$ cat config.mk
export PLATFORM = sky130hd
export DESIGN_NAME = control_segmentado
export DESIGN_NICKNAME = d
export VERILOG_FILES = /design/src/rtl/control_pkg.sv /design/src/rtl/control_deco.sv /design/src/rtl/control_segmentado.sv
export SDC_FILE = /design/constraint.sdc
export NUM_CORES = 1
export LEC_CHECK = 0
export BUFFER_PORTS_ARGS = -buffer_cell sky130_fd_sc_hd__clkbuf_2
export CORE_ASPECT_RATIO = 1.4
export CORE_MARGIN = 8
export CORE_UTILIZATION = 50
export CTS_CLUSTER_DIAMETER = 150
export CTS_CLUSTER_SIZE = 28
export DETAILED_ROUTE_END_ITERATION = 6
export PLACE_DENSITY_LB_ADDON = 0.08
export SYNTH_ARGS = -nofsm -noshare
export SYNTH_HDL_FRONTEND = slang
export SYNTH_SLANG_ARGS = --single-unit
$ cat constraint.sdc
create_clock -name clk -period 2.1 [get_ports clk]
set_input_delay 0.21 -clock clk [delete_from_list [all_inputs] [get_ports clk]]
set_output_delay 0.21 -clock clk [all_outputs]
set_load 0.01 [all_outputs]
$ cat src/rtl/control_pkg.sv
// Shared opcodes, ALUOp codes and control-word layout for the segmented MIPS control unit.
package control_pkg;

    localparam logic [5:0] OP_R    = 6'b000000;
    localparam logic [5:0] OP_LW   = 6'b100011;
    localparam logic [5:0] OP_SW   = 6'b101011;
    localparam logic [5:0] OP_BEQ  = 6'b000100;
    localparam logic [5:0] OP_ADDI = 6'b001000;

    localparam logic [1:0] ALU_ADD  = 2'b00;
    localparam logic [1:0] ALU_SUB  = 2'b01;
    localparam logic [1:0] ALU_FUNC = 2'b10;

    // MEM and WB fields sit in the low bits so later stages keep a contiguous slice.
    localparam int CTRL_W      = 9;
    localparam int C_REGDEST   = 8;
    localparam int C_FUENTEALU = 7;
    localparam int C_ALUOP_HI  = 6;
    localparam int C_ALUOP_LO  = 5;
    localparam int C_SALTOCOND = 4;
    localparam int C_LEERMEM   = 3;
    localparam int C_ESCRMEM   = 2;
    localparam int C_MEMAREG   = 1;
    localparam int C_ESCRREG   = 0;

    localparam int MEM_W = C_SALTOCOND + 1;
    localparam int WB_W  = C_MEMAREG + 1;

    typedef logic [CTRL_W-1:0] ctrl_t;

endpackage

$ cat src/rtl/control_deco.sv
// Combinational ID-stage opcode decoder: control word plus illegal-opcode flag.
module control_deco
    import control_pkg::*;
(
    input  logic [5:0] i_instru,
    output ctrl_t      o_ctrl,
    output logic       o_ilegal
);

    always_comb begin
        o_ctrl   = '0;
        o_ilegal = 1'b0;
        case (i_instru)
            OP_R: begin
                o_ctrl[C_REGDEST]              = 1'b1;
                o_ctrl[C_ESCRREG]              = 1'b1;
                o_ctrl[C_ALUOP_HI:C_ALUOP_LO]  = ALU_FUNC;
            end
            OP_LW: begin
                o_ctrl[C_FUENTEALU]            = 1'b1;
                o_ctrl[C_LEERMEM]              = 1'b1;
                o_ctrl[C_MEMAREG]              = 1'b1;
                o_ctrl[C_ESCRREG]              = 1'b1;
                o_ctrl[C_ALUOP_HI:C_ALUOP_LO]  = ALU_ADD;
            end
            OP_SW: begin
                o_ctrl[C_FUENTEALU]            = 1'b1;
                o_ctrl[C_ESCRMEM]              = 1'b1;
                o_ctrl[C_ALUOP_HI:C_ALUOP_LO]  = ALU_ADD;
            end
            OP_BEQ: begin
                o_ctrl[C_SALTOCOND]            = 1'b1;
                o_ctrl[C_ALUOP_HI:C_ALUOP_LO]  = ALU_SUB;
            end
            OP_ADDI: begin
                o_ctrl[C_FUENTEALU]            = 1'b1;
                o_ctrl[C_ESCRREG]              = 1'b1;
                o_ctrl[C_ALUOP_HI:C_ALUOP_LO]  = ALU_ADD;
            end
            default: o_ilegal = 1'b1;
        endcase
    end

endmodule

$ cat src/rtl/control_segmentado.sv
// Pipelined main control: ID decode carried through ID/EX, EX/MEM, MEM/WB with load-use stall and branch flush.
module control_segmentado
    import control_pkg::*;
#(
    parameter int RW     = 5,
    parameter bit HAZ_EN = 1'b1
) (
    input  logic          clk,
    input  logic          rst_n,
    input  logic          en,
    input  logic [5:0]    instru,
    input  logic [RW-1:0] rs_id,
    input  logic [RW-1:0] rt_id,
    input  logic          salto_tomado,
    output logic          stall,
    output logic          flush,
    output logic          ex_RegDest,
    output logic          ex_FuenteALU,
    output logic [1:0]    ex_ALUOp,
    output logic          ex_ilegal,
    output logic          mem_SaltoCond,
    output logic          mem_LeerMem,
    output logic          mem_EscrMem,
    output logic          wb_MemaReg,
    output logic          wb_EscrReg
);

    ctrl_t             w_ctrl;
    logic              w_ilegal;
    logic              w_stall;
    logic              w_flush;

    ctrl_t             r_idex_ctrl;
    logic              r_idex_ilegal;
    logic [RW-1:0]     r_idex_rt;
    logic [MEM_W-1:0]  r_exmem;
    logic [WB_W-1:0]   r_memwb;

    control_deco u_deco (
        .i_instru (instru),
        .o_ctrl   (w_ctrl),
        .o_ilegal (w_ilegal)
    );

    // A taken branch squashes the dependent instruction anyway, so it suppresses the stall.
    assign w_flush = salto_tomado;
    assign w_stall = HAZ_EN && r_idex_ctrl[C_LEERMEM] && (r_idex_rt != '0)
                     && ((r_idex_rt == rs_id) || (r_idex_rt == rt_id)) && !salto_tomado;

    always_ff @(posedge clk) begin
        if (!rst_n) begin
            r_idex_ctrl   <= '0;
            r_idex_ilegal <= 1'b0;
            r_idex_rt     <= '0;
            r_exmem       <= '0;
            r_memwb       <= '0;
        end else if (en) begin
            if (w_flush || w_stall) begin
                r_idex_ctrl   <= '0;
                r_idex_ilegal <= 1'b0;
                r_idex_rt     <= '0;
            end else begin
                r_idex_ctrl   <= w_ctrl;
                r_idex_ilegal <= w_ilegal;
                r_idex_rt     <= rt_id;
            end
            r_exmem <= w_flush ? '0 : r_idex_ctrl[MEM_W-1:0];
            // The branch itself keeps flowing into WB.
            r_memwb <= r_exmem[WB_W-1:0];
        end
    end

    assign stall         = w_stall;
    assign flush         = w_flush;
    assign ex_RegDest    = r_idex_ctrl[C_REGDEST];
    assign ex_FuenteALU  = r_idex_ctrl[C_FUENTEALU];
    assign ex_ALUOp      = r_idex_ctrl[C_ALUOP_HI:C_ALUOP_LO];
    assign ex_ilegal     = r_idex_ilegal;
    assign mem_SaltoCond = r_exmem[C_SALTOCOND];
    assign mem_LeerMem   = r_exmem[C_LEERMEM];
    assign mem_EscrMem   = r_exmem[C_ESCRMEM];
    assign wb_MemaReg    = r_memwb[C_MEMAREG];
    assign wb_EscrReg    = r_memwb[C_ESCRREG];

endmodule
# After elaboration in Yosys (flattened, before gate mapping)
# Index checks and enable logic that the tools add are counted.
[op_classes]
div = 0
add_sub_neg = 0
bitwise = 0
n_eq_ne = 6
shift = 0
n_mux = 12
n_reduce_logical = 11
magnitude_cmp = 0
multipliers = 0
[op_table]
columns = ["cell", "count"]
rows = [
  ["equality test 6 bit (second input constant)", 2],
  ["equality test 5 bit", 2],
  ["two-way mux 5 bit", 2],
  ["two-way mux 9 bit", 1],
  ["two-way mux 1 bit", 8],
  ["equality test 6 x 3 -> 1 bit (second input constant)", 1],
  ["equality test 6 x 4 -> 1 bit (second input constant)", 1],
  ["logical NOT 6 bit", 1],
  ["OR reduction 3 bit", 2],
  ["nonzero test 5 bit", 1],
  ["OR reduction 5 bit", 1],
  ["one-hot mux 2 bit (2 select lines)", 1],
  ["logical AND 1 bit", 3],
  ["logical OR 1 bit", 2],
  ["logical NOT 1 bit", 1],
]
[totals]
register_bits = 22
output_inout_bits = 12
elab_cells = 34
mem_bits_rw = 0
mem_bits_ro = 0
mem_count = 0
latchBits = 0

# Longest topological paths before layout
# Gate-level depths: netlist of the first run.
[logic_depth]
ltp_word = 6
depth_mapped = 5

# Hierarchy
# Synthesis of the first run repeated with hierarchy kept, for this count alone.
[hier_totals]
hier_cells = 139
area_unflattened_um2 = 1242.4
[modules_own_cells]
columns = ["mod", "area_per_inst_um2", "seq_area_each_um2", "instances", "cells_each"]
rows = [
  ["control_segmentado", 1098.6, 440.4, 1, 121],
  ["control_deco", 143.9, 0.0, 1, 18],
]

# Least setup slack after synthesis of the first run
# No wires, ideal clock.
[synth_timing]
kind = "reg2out"
from = "reg r_idex_rt[4]"
to = "out stall"
n_path_buf = 1
arrival_ps = 1255
stages_incl_launch_ff = 5
setup_slack_ps = 635
t_required_ps = 1890
path_cell_list = "dfxtp_1 -> or4_4 -> o21ai_4 -> buf_6 -> nor3b_1"
[synth_via]
elab_chain_len = 4
[synth_lines]
columns = ["element", "line", "rtl"]
rows = [
  ["start: declaration", "control_segmentado.sv:35", "logic [RW-1:0] r_idex_rt;"],
  ["start signal: assignment", "control_segmentado.sv:65", "r_idex_rt <= rt_id;"],
  ["equality test 5 bit or nonzero test 5 bit (tied branches)", "control_segmentado.sv:48, control_segmentado.sv:47", ""],
  ["logical OR 1 bit or logical AND 1 bit (tied branches)", "control_segmentado.sv:48, control_segmentado.sv:47", ""],
  ["logical AND 1 bit * (2 in a row)", "control_segmentado.sv:48", "&& ((r_idex_rt == rs_id) || (r_idex_rt == rt_id)) && !salto_tomado;"],
  ["end: declaration", "control_segmentado.sv:15", "output logic stall,"],
]
# Mark *: on every way between the ends. The rest lies on a longest branch, timed or not.

# Worst setup path after layout of the first run
# Ends and elaborated chain as after synthesis.

==> impl_metrics.py, run 1 <==
metrics = {
    "outcome": {
        "status": "completed",
    },
    "timing": {
        "slew_headroom": 0.4252,
        "hold_viol": 0,
        "tightest_slew_ps": 860.5,
        "fmax_mhz": 500.3,
        "min_period_over_period": 0.9517,
        "final_max_slew_viol_count": 0,
        "rsz0062_at_grt": "no",
        "hold_ws_ps": 172.2,
        "fin_crit_ps": 1999,
        "setup_viol_count_final": 0,
        "timing.setup.tns_ps": 0,
        "finalClockSkew_ps": 2.873,
    },
    "yosys": {
        "syn_area_per_cell_um2": 8.395,
        "muxShareOfSynthArea": 0.01923,
        "ys_ff_latch": 19,
        "async_reset_ff_frac": 0,
        "syn_nets": 144,
        "yosys.area.top_type_share": 0.3654,
        "synth_compound_area_frac": 0.2320,
        "synth_cells": 124,
        "synth_fa_ha_area_frac": 0,
        "seq_area_frac_synth": 0.3654,
        "ys.flop_type": "dfxtp_1",
        "ys_types": 31,
        "synthTopCellsByArea": "dfxtp_1 (37%), xnor2_1 (8.4%), a32oi_1 (7.6%)",
        "synth-edff-count": 0,
        "syn_area_um2": 1041,
        "yosysWarnings": 0,
        "synthXorXnorAreaFrac": 0.08413,
        "synth_largest_area_cell": "dfxtp_1",
        "synthSimpleGateAreaFrac": 0.2320,
        "synth_top_family_by_area": "compound AO/OA/AOI/OAI gates",
    },
    "critical_path": {
        "cp.required_ps": 1890,
        "arrival_ps": 1790,
        "critPathLaunchType": "flip-flop",
        "crit_type": "flip-flop to output pin",
        "critPathMaxFanout": 14,
        "cp-end-kind": "output pin",
    },
    "power_and_ir_drop": {
        "swShare": 0.2703,
        "ir_drop_uv": 322.0,
        "p_leak_nw": 0.4487,
        "combPwrFrac": 0.165,
        "seq_power_share": 0.562,
        "p_clk_frac": 0.273,
        "p_per_area_nw_per_um2": 567.3,
        "switchingPower_mw": 0.1842,
        "p_int_mw": 0.4972,
    },
    "placement": {
        "place_congestion": 0.7459,
        "dp_hpwl_um": 1960,
        "portBuffers": 31,
    },
    "route": {
        "wl_per_cell_um": 14.39,
        "drc_errors": 0,
        "initialDrtViolationCount": 58,
        "totalWireLength_um": 2475,
        "dr_total_vias": 993,
        "firstDrtPassIters": 4,
        "vias_per_cell": 5.773,
        "postRouteAntennaNets": 0,
    },
    "final_layout": {
        "layout_common_cells": "clkbuf_2 (31), dfxtp_1 (19), nand2_1 (15), o21ai_0 (15), xnor2_1 (10)",
        "fin_nets": 172,
        "final_common_cell": "clkbuf_2",
        "fillers": 201,
        "drive_gt1_frac": 0.2450,
        "final_util": 0.6088,
        "diodes": 0,
        "syn_to_final_growth_pct": 15.38,
    },
    "run": {
        "maxCapViolations": 0,
    },
    "floorplan": {
        "rows": 19,
        "start_util": 0.5276,
        "die_x_um": 54.57,
        "fp.dieH_um": 69.99,
        "core_area_um2": 1973,
        "pin_count": 32,
        "dieArea_um2": 3819,
    },
    "cts": {
        "cts_max_path_buffers": 2,
        "htreeDepth": 1,
        "cts_buffers": 3,
        "cts_sinks": 19,
        "cts_resized": 0,
        "cts_tree": "yes",
        "clkLatencyLatePin_ps": 290,
        "cts_setup_buffers": 0,
        "cts.clk_slew.worst_paths_ps": 110,
        "cts_hold_buf": 0,
        "cts-root-buf": "clkbuf_4",
    },
    "global_route": {
        "antenna_found_initial": 0,
        "grt_pass1_wl_um": 4008,
        "grt_usage": 0.1301,
        "overflow": 0,
        "grt_max_degree": 16,
        "grt_pass1_vias": 992,
    },
    "hold_path": {
        "hp-class": "input pin to flip-flop",
    },
}
-- layout make-up --
cell class	count	area (um^2)	area share
inverters	4	15.01	0.01250
repair buffers	32	162.7	0.1354
flip-flops and latches	19	380.4	0.3167
clock buffers	4	26.28	0.02188
well taps	21	26.28	0.02188
multi-input cells	92	590.6	0.4917
-- per-stage QoR --
stage / total power [mW] / instances / cell area, um^2 / setup slack [ps]
after global routing: 0.7110 / 172 / 1201 / 33.30
after detailed placement: 0.5042 / 168 / 1175 / 423.4
after global placement: 0.5008 / 168 / 1175 / 450.5
after floorplan: 0.4574 / 124 / 1041 / 634.9
after CTS: 0.6936 / 172 / 1201 / 78.25
final: 0.6814 / 172 / 1201 / 101.4
-- layer usage --
layer,wire [um],vias to the layer above,track usage
met5,0,-,0
met4,11,0,0.02473
met3,133,2,0.02331
met2,1352,23,0.2545
met1,978,464,0.1293
li1,-,504,-
-- Yosys cell counts, types with 3 or more instances --
cell     count
dfxtp_1     19
nand2_1     15
o21ai_0     15
xnor2_1     10
a32oi_1      9
and2_1       6
nand3_1      6
o22ai_1      5
inv_1        4
buf_4        3
nor2_1       3
nor2b_1      3
-- logic make-up after synthesis --
group,Yosys count
simple gates,45
xor+xnor,10
compound gates,35
mux,2
flops,19
buf+inv,13
-- final timing paths --
| path | startpoint | endpoint | slack [ps] | cells after the start |
|---|---|---|---|---|
| max | r_idex_rt[4] | stall | 100 | 4 |
| min | rt_id[0] | r_idex_rt[0] | 170 | 3 |
| max reg2reg | r_idex_rt[4] | r_idex_rt[4] | 490 | 4 |
| min reg2reg | r_idex_ctrl[7] | r_idex_ctrl[7] | 480 | 2 |
-- power groups by stage --
stage                     Clock [mW]  Sequential [mW]  Combinational [mW]
after global routing           0.204            0.385               0.123
after global placement             0            0.391               0.110
final                          0.186            0.383               0.113
after CTS                      0.197            0.383               0.113
after detailed placement           0            0.391               0.113
after floorplan                    0            0.390              0.0672
-- state kept, by name (all words and copies together) (netlist names) --
signal,flops
r_memwb,2
r_idex_rt,5
ex_ilegal,1
r_exmem,4
r_idex_ctrl,7
-- worst max-delay path, stage by stage, from the launching register on --
cell      delay [ps]
dfxtp_1          360
or4_4            560
o21ai_4          350
nor3b_1           90
clkbuf_2         140
(Power assumes the default switching activity.)
==> run 2: changes to the inputs <==
--- a/config.mk
+++ b/config.mk
@@ -7,7 +7,7 @@
 export LEC_CHECK = 0
 export BUFFER_PORTS_ARGS = -buffer_cell sky130_fd_sc_hd__clkbuf_2
 export CORE_ASPECT_RATIO = 1.4
-export CORE_MARGIN = 8
+export CORE_MARGIN = 2
 export CORE_UTILIZATION = 50
 export CTS_CLUSTER_DIAMETER = 150
 export CTS_CLUSTER_SIZE = 28
==> impl_metrics.py, run 2 (synthesis gave the netlist of run 1 again) <==
metrics = {
    "floorplan": {
        "start_util": 0.5276,
        "rows": 19,
        "dieArea_um2": 2468,
        "pin_count": 32,
        "fp.dieH_um": 57.99,
        "core_area_um2": 1973,
        "die_x_um": 42.57,
    },
    "power_and_ir_drop": {
        "p_per_area_nw_per_um2": 569.1,
        "p_leak_nw": 0.4487,
        "ir_drop_uv": 375.9,
        "p_total_mw": 0.6836,
    },
    "final_layout": {
        "final_util": 0.6088,
        "layout_common_cells": "clkbuf_2 (31), dfxtp_1 (19), nand2_1 (15), o21ai_0 (15), xnor2_1 (10)",
        "regMostFlops": "r_idex_ctrl",
        "drive_gt1_frac": 0.2450,
        "syn_to_final_growth_pct": 15.38,
        "diodes": 0,
        "fin_nets": 172,
        "reg_top3": "r_idex_ctrl: 7 flops, r_idex_rt: 5 flops, r_exmem: 4 flops",
        "largest_reg_flops": 7,
        "final_common_cell": "clkbuf_2",
    },
    "route": {
        "highest_layer": "met4",
        "firstDrtPassIters": 5,
        "postRouteAntennaNets": 0,
        "totalWireLength_um": 2283,
        "initialDrtViolationCount": 19,
        "wl_per_cell_um": 13.27,
        "wl_met3_um": 91,
        "wl_met2_um": 1227,
        "vias_per_cell": 5.814,
        "drt-met1-wl_um": 925,
        "dr_total_vias": 1000,
        "drc_errors": 0,
    },
    "global_route": {
        "grt_pass1_wl_um": 3870,
        "antenna_found_initial": 0,
        "grt_max_degree": 16,
        "grt_usage": 0.2015,
        "overflow": 0,
        "grt_pass1_vias": 945,
    },
    "cts": {
        "clkLatencyLatePin_ps": 300,
        "cts_resized": 0,
        "cts.clk_slew.worst_paths_ps": 110,
        "cts_buffers": 3,
        "cts_tree": "yes",
        "cts_max_path_buffers": 2,
        "cts_hold_buf": 0,
        "cts_setup_buffers": 0,
        "htreeDepth": 1,
        "cts-root-buf": "clkbuf_4",
        "cts_sinks": 19,
    },
    "placement": {
        "portBuffers": 31,
        "pre_cts_ws_ps": 441.3,
        "dp_hpwl_um": 1728,
        "place_congestion": 0.7391,
    },
    "timing": {
        "hold_ws_ps": 176.8,
        "timing.setup.tns_ps": 0,
        "fin_crit_ps": 1998,
        "final_max_slew_viol_count": 0,
        "tightest_slew_ps": 895.8,
        "setup_ws_ps": 101.9,
        "slew_headroom": 0.4016,
        "fmax_mhz": 500.5,
        "hold_viol": 0,
        "rsz0062_at_grt": "no",
        "finalClockSkew_ps": 8.621,
        "min_period_over_period": 0.9515,
        "setup_viol_count_final": 0,
    },
    "outcome": {
        "status": "completed",
    },
    "critical_path": {
        "crit_type": "flip-flop to output pin",
        "worstPathCellList": "or4_4, o21ai_4, nor3b_1, clkbuf_2",
        "cp-end-kind": "output pin",
        "max_stage_delay_ps": 560,
        "cp.required_ps": 1890,
        "critPathLaunchType": "flip-flop",
        "arrival_ps": 1790,
        "cp_slowest_cell": "or4_4",
        "critPathMaxFanout": 14,
    },
    "run": {
        "maxCapViolations": 0,
    },
    "hold_path": {
        "hp-class": "input pin to flip-flop",
    },
}
## run 2: cell counts in the layout (fill, tap and decap cells not counted)
No cell type changed its count.
## run 2: final cells by class
| type | count | area [um^2] |
|---|---|---|
| clock buffer | 4 | 26.28 |
| fill | 195 | 772.0 |
| inverter | 4 | 15.01 |
| multi-input combinational | 92 | 590.6 |
| sequential | 19 | 380.4 |
| tap | 21 | 26.28 |
| timing repair buffer | 32 | 162.7 |
## run 2: per-stage QoR
| step | area, um^2 | cells |
|---|---|---|
| floorplan | 1041 | 124 |
| finish | 1201 | 172 |
| global route | 1201 | 172 |
| global placement | 1175 | 168 |
| CTS | 1201 | 172 |
| detailed placement | 1175 | 168 |
## run 2: per-layer routing
metal | vias to the layer above | global-route usage
li1 | 502 | -
met1 | 461 | 0.2066
met3 | 6 | 0.02181
met4 | 0 | 0.08929
met2 | 31 | 0.3978
met5 | - | 0
## run 2: path summary, 6_finish.rpt
check | slack [ps] | from | depth (start not counted) | end
worst max register to register | 470 | r_idex_rt[4] | 4 | r_idex_rt[4]
worst min register to register | 500 | r_idex_ctrl[7] | 2 | r_idex_ctrl[7]
worst min-delay path | 180 | rt_id[2] | 3 | r_idex_rt[2]
worst max-delay path | 100 | r_idex_rt[4] | 4 | stall
## run 2: where the power goes
group	switching [mW]	internal, mW	leakage, nW
clock	0.114	0.0738	0.0150
sequential	0.0124	0.371	0.154
combinational	0.0601	0.0526	0.279
total	0.186	0.497	0.449
## run 2: worst max-delay path, delay by kind of cell (launching register included)
family                 cells  cell delay (ps)
AND/OR/NAND/NOR            2              650
flip-flops                 1              370
buffers and inverters      1              140
AO/OA/AOI/OAI              1              340
